File: src/rtl/ram_bist_pkg.sv
// Shared types for the March C- RAM BIST controller: FSM states, element
// codes and the per-element march table.
package ram_bist_pkg;

   typedef enum logic [2:0] {IDLE, RD, WAIT, CMP, WR, DONE, FAIL} state_t;
   typedef enum logic [2:0] {M0, M1, M2, M3, M4, M5} elem_t;

   typedef struct packed {
      logic down;     // sweep 127 -> 0
      logic rd_pol;   // expected read value: 0 = BG, 1 = ~BG
      logic wr_pol;   // written value: 0 = BG, 1 = ~BG
      logic has_rd;
      logic has_wr;
   } elem_cfg_t;

   localparam elem_t LAST_ELEM = M5;

   // Indexed by element code; entries 6 and 7 are unused padding.
   localparam elem_cfg_t ELEM_TAB [8] = '{
      '{1'b0, 1'b0, 1'b0, 1'b0, 1'b1},   // M0 up   (w0)
      '{1'b0, 1'b0, 1'b1, 1'b1, 1'b1},   // M1 up   (r0,w1)
      '{1'b0, 1'b1, 1'b0, 1'b1, 1'b1},   // M2 up   (r1,w0)
      '{1'b1, 1'b0, 1'b1, 1'b1, 1'b1},   // M3 down (r0,w1)
      '{1'b1, 1'b1, 1'b0, 1'b1, 1'b1},   // M4 down (r1,w0)
      '{1'b0, 1'b0, 1'b0, 1'b1, 1'b0},   // M5 up   (r0)
      '{1'b0, 1'b0, 1'b0, 1'b0, 1'b0},
      '{1'b0, 1'b0, 1'b0, 1'b0, 1'b0}
   };

endpackage

File: src/rtl/ram_bist_addr_gen.sv
// Loadable up/down address counter for the march sweeps; last flags the
// terminal address of the current direction.
module ram_bist_addr_gen #(
   parameter int ADDR_W = 7
) (
   input  logic              clk,
   input  logic              rst_n,
   input  logic              load,
   input  logic              load_down,
   input  logic              step,
   input  logic              down,
   output logic [ADDR_W-1:0] addr,
   output logic              last
);

   always_ff @(posedge clk or negedge rst_n) begin
      if (!rst_n)
         addr <= '0;
      else if (load)
         addr <= load_down ? '1 : '0;
      else if (step)
         addr <= down ? addr - ADDR_W'(1) : addr + ADDR_W'(1);
   end

   assign last = down ? (addr == '0) : (addr == '1);

endmodule

File: src/rtl/ram_bist_ctrl.sv
// March C- BIST controller and RAM access arbiter: functional port passes
// through while idle, BIST registers own the RAM while busy.
module ram_bist_ctrl
   import ram_bist_pkg::*;
#(
   parameter int                ADDR_W = 7,
   parameter int                DATA_W = 16,
   parameter int                RD_LAT = 1,
   parameter logic [DATA_W-1:0] BG     = '0
) (
   input  logic              clk,
   input  logic              rst_n,
   input  logic              bist_start,
   output logic              bist_busy,
   output logic              bist_done,
   output logic              bist_pass,
   output logic [ADDR_W-1:0] fail_addr,
   output logic [2:0]        fail_elem,
   output logic [DATA_W-1:0] fail_data,
   input  logic [ADDR_W-1:0] func_a,
   input  logic [DATA_W-1:0] func_din,
   input  logic              func_wr,
   input  logic              func_oe,
   input  logic              func_test_mode,
   output logic [DATA_W-1:0] func_dout,
   output logic [ADDR_W-1:0] ram_a,
   output logic [DATA_W-1:0] ram_din,
   output logic              ram_wr,
   output logic              ram_oe,
   output logic              ram_test_mode,
   input  logic [DATA_W-1:0] ram_dout
);

   state_t            state;
   elem_t             elem;
   logic [1:0]        wait_cnt;
   logic              oe_r, wr_r;
   logic [DATA_W-1:0] din_r;
   logic [ADDR_W-1:0] addr;
   logic              last;

   logic              start_ok, mismatch, adv, seq_end;
   logic              ag_load, ag_load_down, ag_step;
   logic [2:0]        nxt_idx;
   logic [DATA_W-1:0] rd_exp;

   function automatic logic [DATA_W-1:0] word(input logic pol);
      return pol ? ~BG : BG;
   endfunction

   always_comb begin
      start_ok     = bist_start && (state == IDLE || state == DONE || state == FAIL);
      rd_exp       = word(ELEM_TAB[elem].rd_pol);
      mismatch     = (state == CMP) && ELEM_TAB[elem].has_rd && (ram_dout != rd_exp);
      adv          = (state == WR) ||
                     (state == CMP && !ELEM_TAB[elem].has_wr && !mismatch);
      seq_end      = adv && last && (elem == LAST_ELEM);
      nxt_idx      = last ? 3'(elem) + 3'd1 : 3'(elem);
      ag_load      = start_ok || (adv && last && !seq_end);
      ag_load_down = start_ok ? 1'b0 : ELEM_TAB[nxt_idx].down;
      ag_step      = adv && !last;
   end

   ram_bist_addr_gen #(.ADDR_W(ADDR_W)) u_addr_gen (
      .clk       (clk),
      .rst_n     (rst_n),
      .load      (ag_load),
      .load_down (ag_load_down),
      .step      (ag_step),
      .down      (ELEM_TAB[elem].down),
      .addr      (addr),
      .last      (last)
   );

   always_ff @(posedge clk or negedge rst_n) begin
      if (!rst_n) begin
         state     <= IDLE;
         elem      <= M0;
         wait_cnt  <= '0;
         oe_r      <= 1'b0;
         wr_r      <= 1'b0;
         din_r     <= '0;
         bist_busy <= 1'b0;
         bist_done <= 1'b0;
         bist_pass <= 1'b0;
         fail_addr <= '0;
         fail_elem <= '0;
         fail_data <= '0;
      end else if (start_ok) begin
         bist_busy <= 1'b1;
         bist_done <= 1'b0;
         bist_pass <= 1'b0;
         fail_addr <= '0;
         fail_elem <= '0;
         fail_data <= '0;
         elem      <= M0;
         state     <= WR;
         oe_r      <= 1'b0;
         wr_r      <= 1'b1;
         din_r     <= word(ELEM_TAB[M0].wr_pol);
      end else if (adv) begin
         // Address finished: step, move to the next element, or complete.
         wr_r <= 1'b0;
         elem <= elem_t'(nxt_idx);
         if (seq_end) begin
            state     <= DONE;
            oe_r      <= 1'b0;
            bist_busy <= 1'b0;
            bist_done <= 1'b1;
            bist_pass <= 1'b1;
         end else if (ELEM_TAB[nxt_idx].has_rd) begin
            state <= RD;
            oe_r  <= 1'b1;
         end else begin
            state <= WR;
            oe_r  <= 1'b0;
            wr_r  <= 1'b1;
            din_r <= word(ELEM_TAB[nxt_idx].wr_pol);
         end
      end else begin
         case (state)
            RD: begin
               if (RD_LAT > 1) begin
                  state    <= WAIT;
                  wait_cnt <= 2'(RD_LAT - 2);
               end else begin
                  state <= CMP;
               end
            end
            WAIT: begin
               if (wait_cnt == '0) state <= CMP;
               else                wait_cnt <= wait_cnt - 2'd1;
            end
            CMP: begin
               if (mismatch) begin
                  // First failure stops the run; the pending write is dropped.
                  state     <= FAIL;
                  oe_r      <= 1'b0;
                  bist_busy <= 1'b0;
                  bist_done <= 1'b1;
                  bist_pass <= 1'b0;
                  fail_addr <= addr;
                  fail_elem <= elem;
                  fail_data <= ram_dout;
               end else begin
                  state <= WR;
                  oe_r  <= 1'b0;
                  wr_r  <= 1'b1;
                  din_r <= word(ELEM_TAB[elem].wr_pol);
               end
            end
            default: ;
         endcase
      end
   end

   assign ram_a         = bist_busy ? addr  : func_a;
   assign ram_din       = bist_busy ? din_r : func_din;
   assign ram_wr        = bist_busy ? wr_r  : func_wr;
   assign ram_oe        = bist_busy ? oe_r  : func_oe;
   assign ram_test_mode = bist_busy ? 1'b0  : func_test_mode;
   assign func_dout     = ram_dout;

endmodule

File: config.mk
export PLATFORM = sky130hd
export DESIGN_NAME = ram_bist_ctrl
export DESIGN_NICKNAME = d
export VERILOG_FILES = /design/src/rtl/ram_bist_pkg.sv /design/src/rtl/ram_bist_addr_gen.sv /design/src/rtl/ram_bist_ctrl.sv
export SDC_FILE = /design/constraint.sdc
export NUM_CORES = 1
export LEC_CHECK = 0
export CORE_ASPECT_RATIO = 1.5
export CORE_MARGIN = 2
export CORE_UTILIZATION = 45
export DETAILED_ROUTE_END_ITERATION = 8
export PLACE_DENSITY = 0.81
export SETUP_SLACK_MARGIN = 0.4
export SYNTH_ARGS = -nofsm -noshare
export SYNTH_HDL_FRONTEND = slang
export SYNTH_SLANG_ARGS = --single-unit
File: constraint.sdc
create_clock -name clk -period 3.33 [get_ports clk]
set_clock_uncertainty 0.1 [all_clocks]
set_input_delay 0.8325 -clock clk [delete_from_list [all_inputs] [get_ports clk]]
set_output_delay 0.8325 -clock clk [all_outputs]
set_load 0.02 [all_outputs]
==> results.sh <==
export IMPL_status="completed"
export IMPL_critPathLaunchType="flip-flop"
export IMPL_finalCritPeriodShare=0.864
export IMPL_postLayoutCellArea_um2=4480
export IMPL_dpl_cell_area_um2=4300
export IMPL_port_buffers=115
export IMPL_clk_pin_slew_ns=0.09
export IMPL_power_density_nw_per_um2=604
export IMPL_drive_above_1_share=0.136
export IMPL_numClockSinks=47
export IMPL_cp_required_ns=3.41
export IMPL_crit_start="elem[1]"
export IMPL_yosysSeqAreaShare=0.380
export IMPL_io_pins=116
export IMPL_syn2layout_area_growth_pct=44.8
export IMPL_p_sw_mw=1.16
export IMPL_reg2reg_from="elem[1]"
export IMPL_hpwlAfterDp_mm=6.55
export IMPL_initial_core_util=0.458
export IMPL_grt_max_degree=48
export IMPL_crit_slowest_cell="or4_1"
export IMPL_setup_viol=0
export IMPL_p_int_mw=1.55
export IMPL_synth_cell_type_count=55
export IMPL_drtIter0Drc=191
export IMPL_setup_tns_ns=0
export IMPL_synth_seq_cells=47
export IMPL_rsz0062_at_grt="false"
export IMPL_hold_viol=0
export IMPL_path_class="flip-flop to flip-flop"
export IMPL_min_delay_start="fail_addr[2]"
export IMPL_grt_ovfl_total=0
export IMPL_async_reset_ff_frac=1.00
export IMPL_slew_limit_headroom=0.309
export IMPL_cts_hold_fix_buffers=0
export IMPL_ant_nets=0
export IMPL_worstPathArrival_ns=2.96
export IMPL_comb_power_share=0.536
export IMPL_insertion_delay_ns=0.30
export IMPL_synth_edff_count=0
export IMPL_post_drt_via_cell_ratio=5.61
export IMPL_htree_levels=2
export IMPL_grt_total_usage=0.231
export IMPL_hold_path_class="flip-flop to flip-flop"
export IMPL_p_leak_nw=2.18
export IMPL_antenna_cells=0
export IMPL_fin_nets=535
export IMPL_ys_flop_type="dfrtp_1"
export IMPL_grt_antenna_before_repair=0
export IMPL_worstMarginPinSlew_ns=1.04
export IMPL_timing_max_cap_violations=0
export IMPL_numCtsBuffers=5
export IMPL_clockBufferDepth=2
export IMPL_wirelength_mm=8.61
export IMPL_n_fill_cell=548
export IMPL_fin_util=0.663
export IMPL_core_um2=6760
export IMPL_yosys_warnings=0
export IMPL_slowest_delay_ns=0.52
export IMPL_end_kind="flip-flop"
export IMPL_wl_per_cell_um=15.5
export IMPL_fin_crit_ns=2.88
export IMPL_rows=37
export IMPL_dieArea_um2=7570
export IMPL_routabilityCongestion=0.943
export IMPL_cp_cell_sequence="inv_2 -> ha_1 -> mux2_4 -> nor3_1 -> buf_4 -> or4_1 -> a21o_1 -> a32oi_1 -> mux2_1"
export IMPL_synth_nets=419
export IMPL_power_frac_clock=0.163
export IMPL_synthCells=362
export IMPL_die_w_um=71.7
export IMPL_syn_area_um2=3090
export IMPL_ir_drop_mv=0.586
export IMPL_switching_share=0.427
export IMPL_drc_errors=0
export IMPL_grt_pass1_wl_mm=14.2
export IMPL_drv_slew=0
export IMPL_cts_root_buf="clkbuf_8"
export IMPL_chipHeight_um=106
export IMPL_fmax_mhz=347
export IMPL_crit_fanout=9
export IMPL_cts_tree="done"
export IMPL_p_seq_frac=0.300
export IMPL_firstDrtPassIters=5
export IMPL_grt_pass1_vias=3125
export IMPL_via_count=3127
export IMPL_postSynthAreaPerCell_um2=8.54
final timing paths:
check / slack, ns / to / cells past startpoint
max in group asynchronous: 1.84 / elem[0] / 1
max: 0.45 / din_r[14] / 9
min reg2reg: 0.40 / fail_addr[2] / 2
max reg2reg: 0.45 / din_r[14] / 9
min: 0.40 / fail_addr[2] / 2
min in group asynchronous: 0.60 / elem[1] / 1
synth_stat cells, drive strengths merged, types with 2 or more instances:
cell type	instances	area, um2
a31oi	3	18.8
inv	27	101
o21ai	29	149
nor3	5	25.0
clkbuf	11	41.3
a21o	3	22.5
mux2i	4	40.0
nand2	65	251
a2bb2oi	5	43.8
nor4	6	37.5
mux2	12	139
a21oi	26	130
dfrtp	47	1180
nor2	9	33.8
xnor2	4	35.0
buf	22	155
xor2	4	35.0
nand4	10	62.6
nand3	19	95.1
and2	2	12.5
or4	3	26.3
o211ai	2	15.0
and3	2	12.5
o31ai	2	15.0
nor3b	4	45.1
nor2b	5	31.3
ha	11	138
registers in the layout, summed over array words and instances, names as in the netlist:
signal	flops
fail_data	16
oe_r	1
bist_busy	1
fail_elem	3
wait_cnt	2
state	3
u_addr_gen.addr	7
elem	3
din_r	1
bist_done	1
bist_pass	1
wr_r	1
fail_addr	7
cell type report:
cell class / instances / area (um2) / area share
clock buffers: 6 / 82.6 / 0.0184
clock inverters: 2 / 38.8 / 0.00866
inverters: 28 / 105 / 0.0235
multi-input cells: 254 / 1660 / 0.370
flip-flops and latches: 47 / 1180 / 0.263
well taps: 78 / 97.6 / 0.0218
repair buffers: 142 / 1320 / 0.295
layer usage:
| metal | vias up | global-route usage | part of all wire |
|---|---|---|---|
| met5 | - | 0 | 0 |
| met4 | 0 | 0.124 | 0.038 |
| met3 | 37 | 0.0325 | 0.063 |
| met2 | 146 | 0.416 | 0.53 |
| met1 | 1469 | 0.255 | 0.37 |
| li1 | 1475 | - | - |
logic make-up after synthesis:
kind of cell,synth area share
muxes,0.0578
buffers and inverters,0.0975
xor gates and xnor gates,0.0227
DFF,0.380
adders and majority gates,0.0542
AOI/OAI and AO/OA,0.172
and+or+nand+nor,0.216
critical path, delay by kind of cell (launching register included):
kind / cells / cell delay, ns
multiplexers: 2 / 0.61
AND/OR/NAND/NOR: 2 / 0.61
AO/OA/AOI/OAI: 2 / 0.49
flip-flops: 1 / 0.47
buffers and inverters: 2 / 0.27
adder cells (fa/ha/maj): 1 / 0.23
cells in the final DEF (no fill, tap or decap), drive strengths merged, types with 3 or more instances in the layout:
master / synthesis / layout
o21ai: 29 / 29
nor4: 6 / 6
mux2i: 4 / 4
nor2: 9 / 9
inv: 27 / 28
a21o: 3 / 3
mux2: 12 / 12
nand2: 65 / 65
dlymetal6s2s: 0 / 9
dlygate4sd2: 0 / 41
clkbuf: 11 / 6
clkdlybuf4s50: 0 / 64
a31oi: 3 / 3
a21oi: 26 / 26
xnor2: 4 / 4
nor2b: 5 / 5
ha: 11 / 11
nand4: 10 / 10
dfrtp: 47 / 47
nor3: 5 / 5
nor3b: 4 / 4
xor2: 4 / 4
buf: 22 / 28
nand3: 19 / 19
or4: 3 / 3
a2bb2oi: 5 / 5
power by group through the flow:
stage,clock network [mW],registers (mW),logic [mW]
floorplan,0,0.814,0.897
global route,0.477,0.832,1.57
CTS,0.450,0.811,1.42
global placement,0,0.819,1.47
detailed placement,0,0.823,1.51
finish,0.442,0.813,1.45
stage by stage:
step	hold slack, ns	total power [mW]	setup WS [ns]	instances
floorplan	0.358	1.71	0.594	362
global placement	0.376	2.29	0.0305	543
detailed placement	0.380	2.33	-0.0223	543
CTS	0.406	2.68	0.406	554
global route	0.428	2.88	0.410	557
finish	0.403	2.71	0.452	557
repair_timing:
action                     4_1_cts  5_1_grt
buffers inserted                 3        3
pin swaps                        4        8
cloned                           0        0
gates resized for setup         42       18
hold endpoints to repair         0        0
setup endpoints to repair       48       31
(Power assumes the default switching activity.)
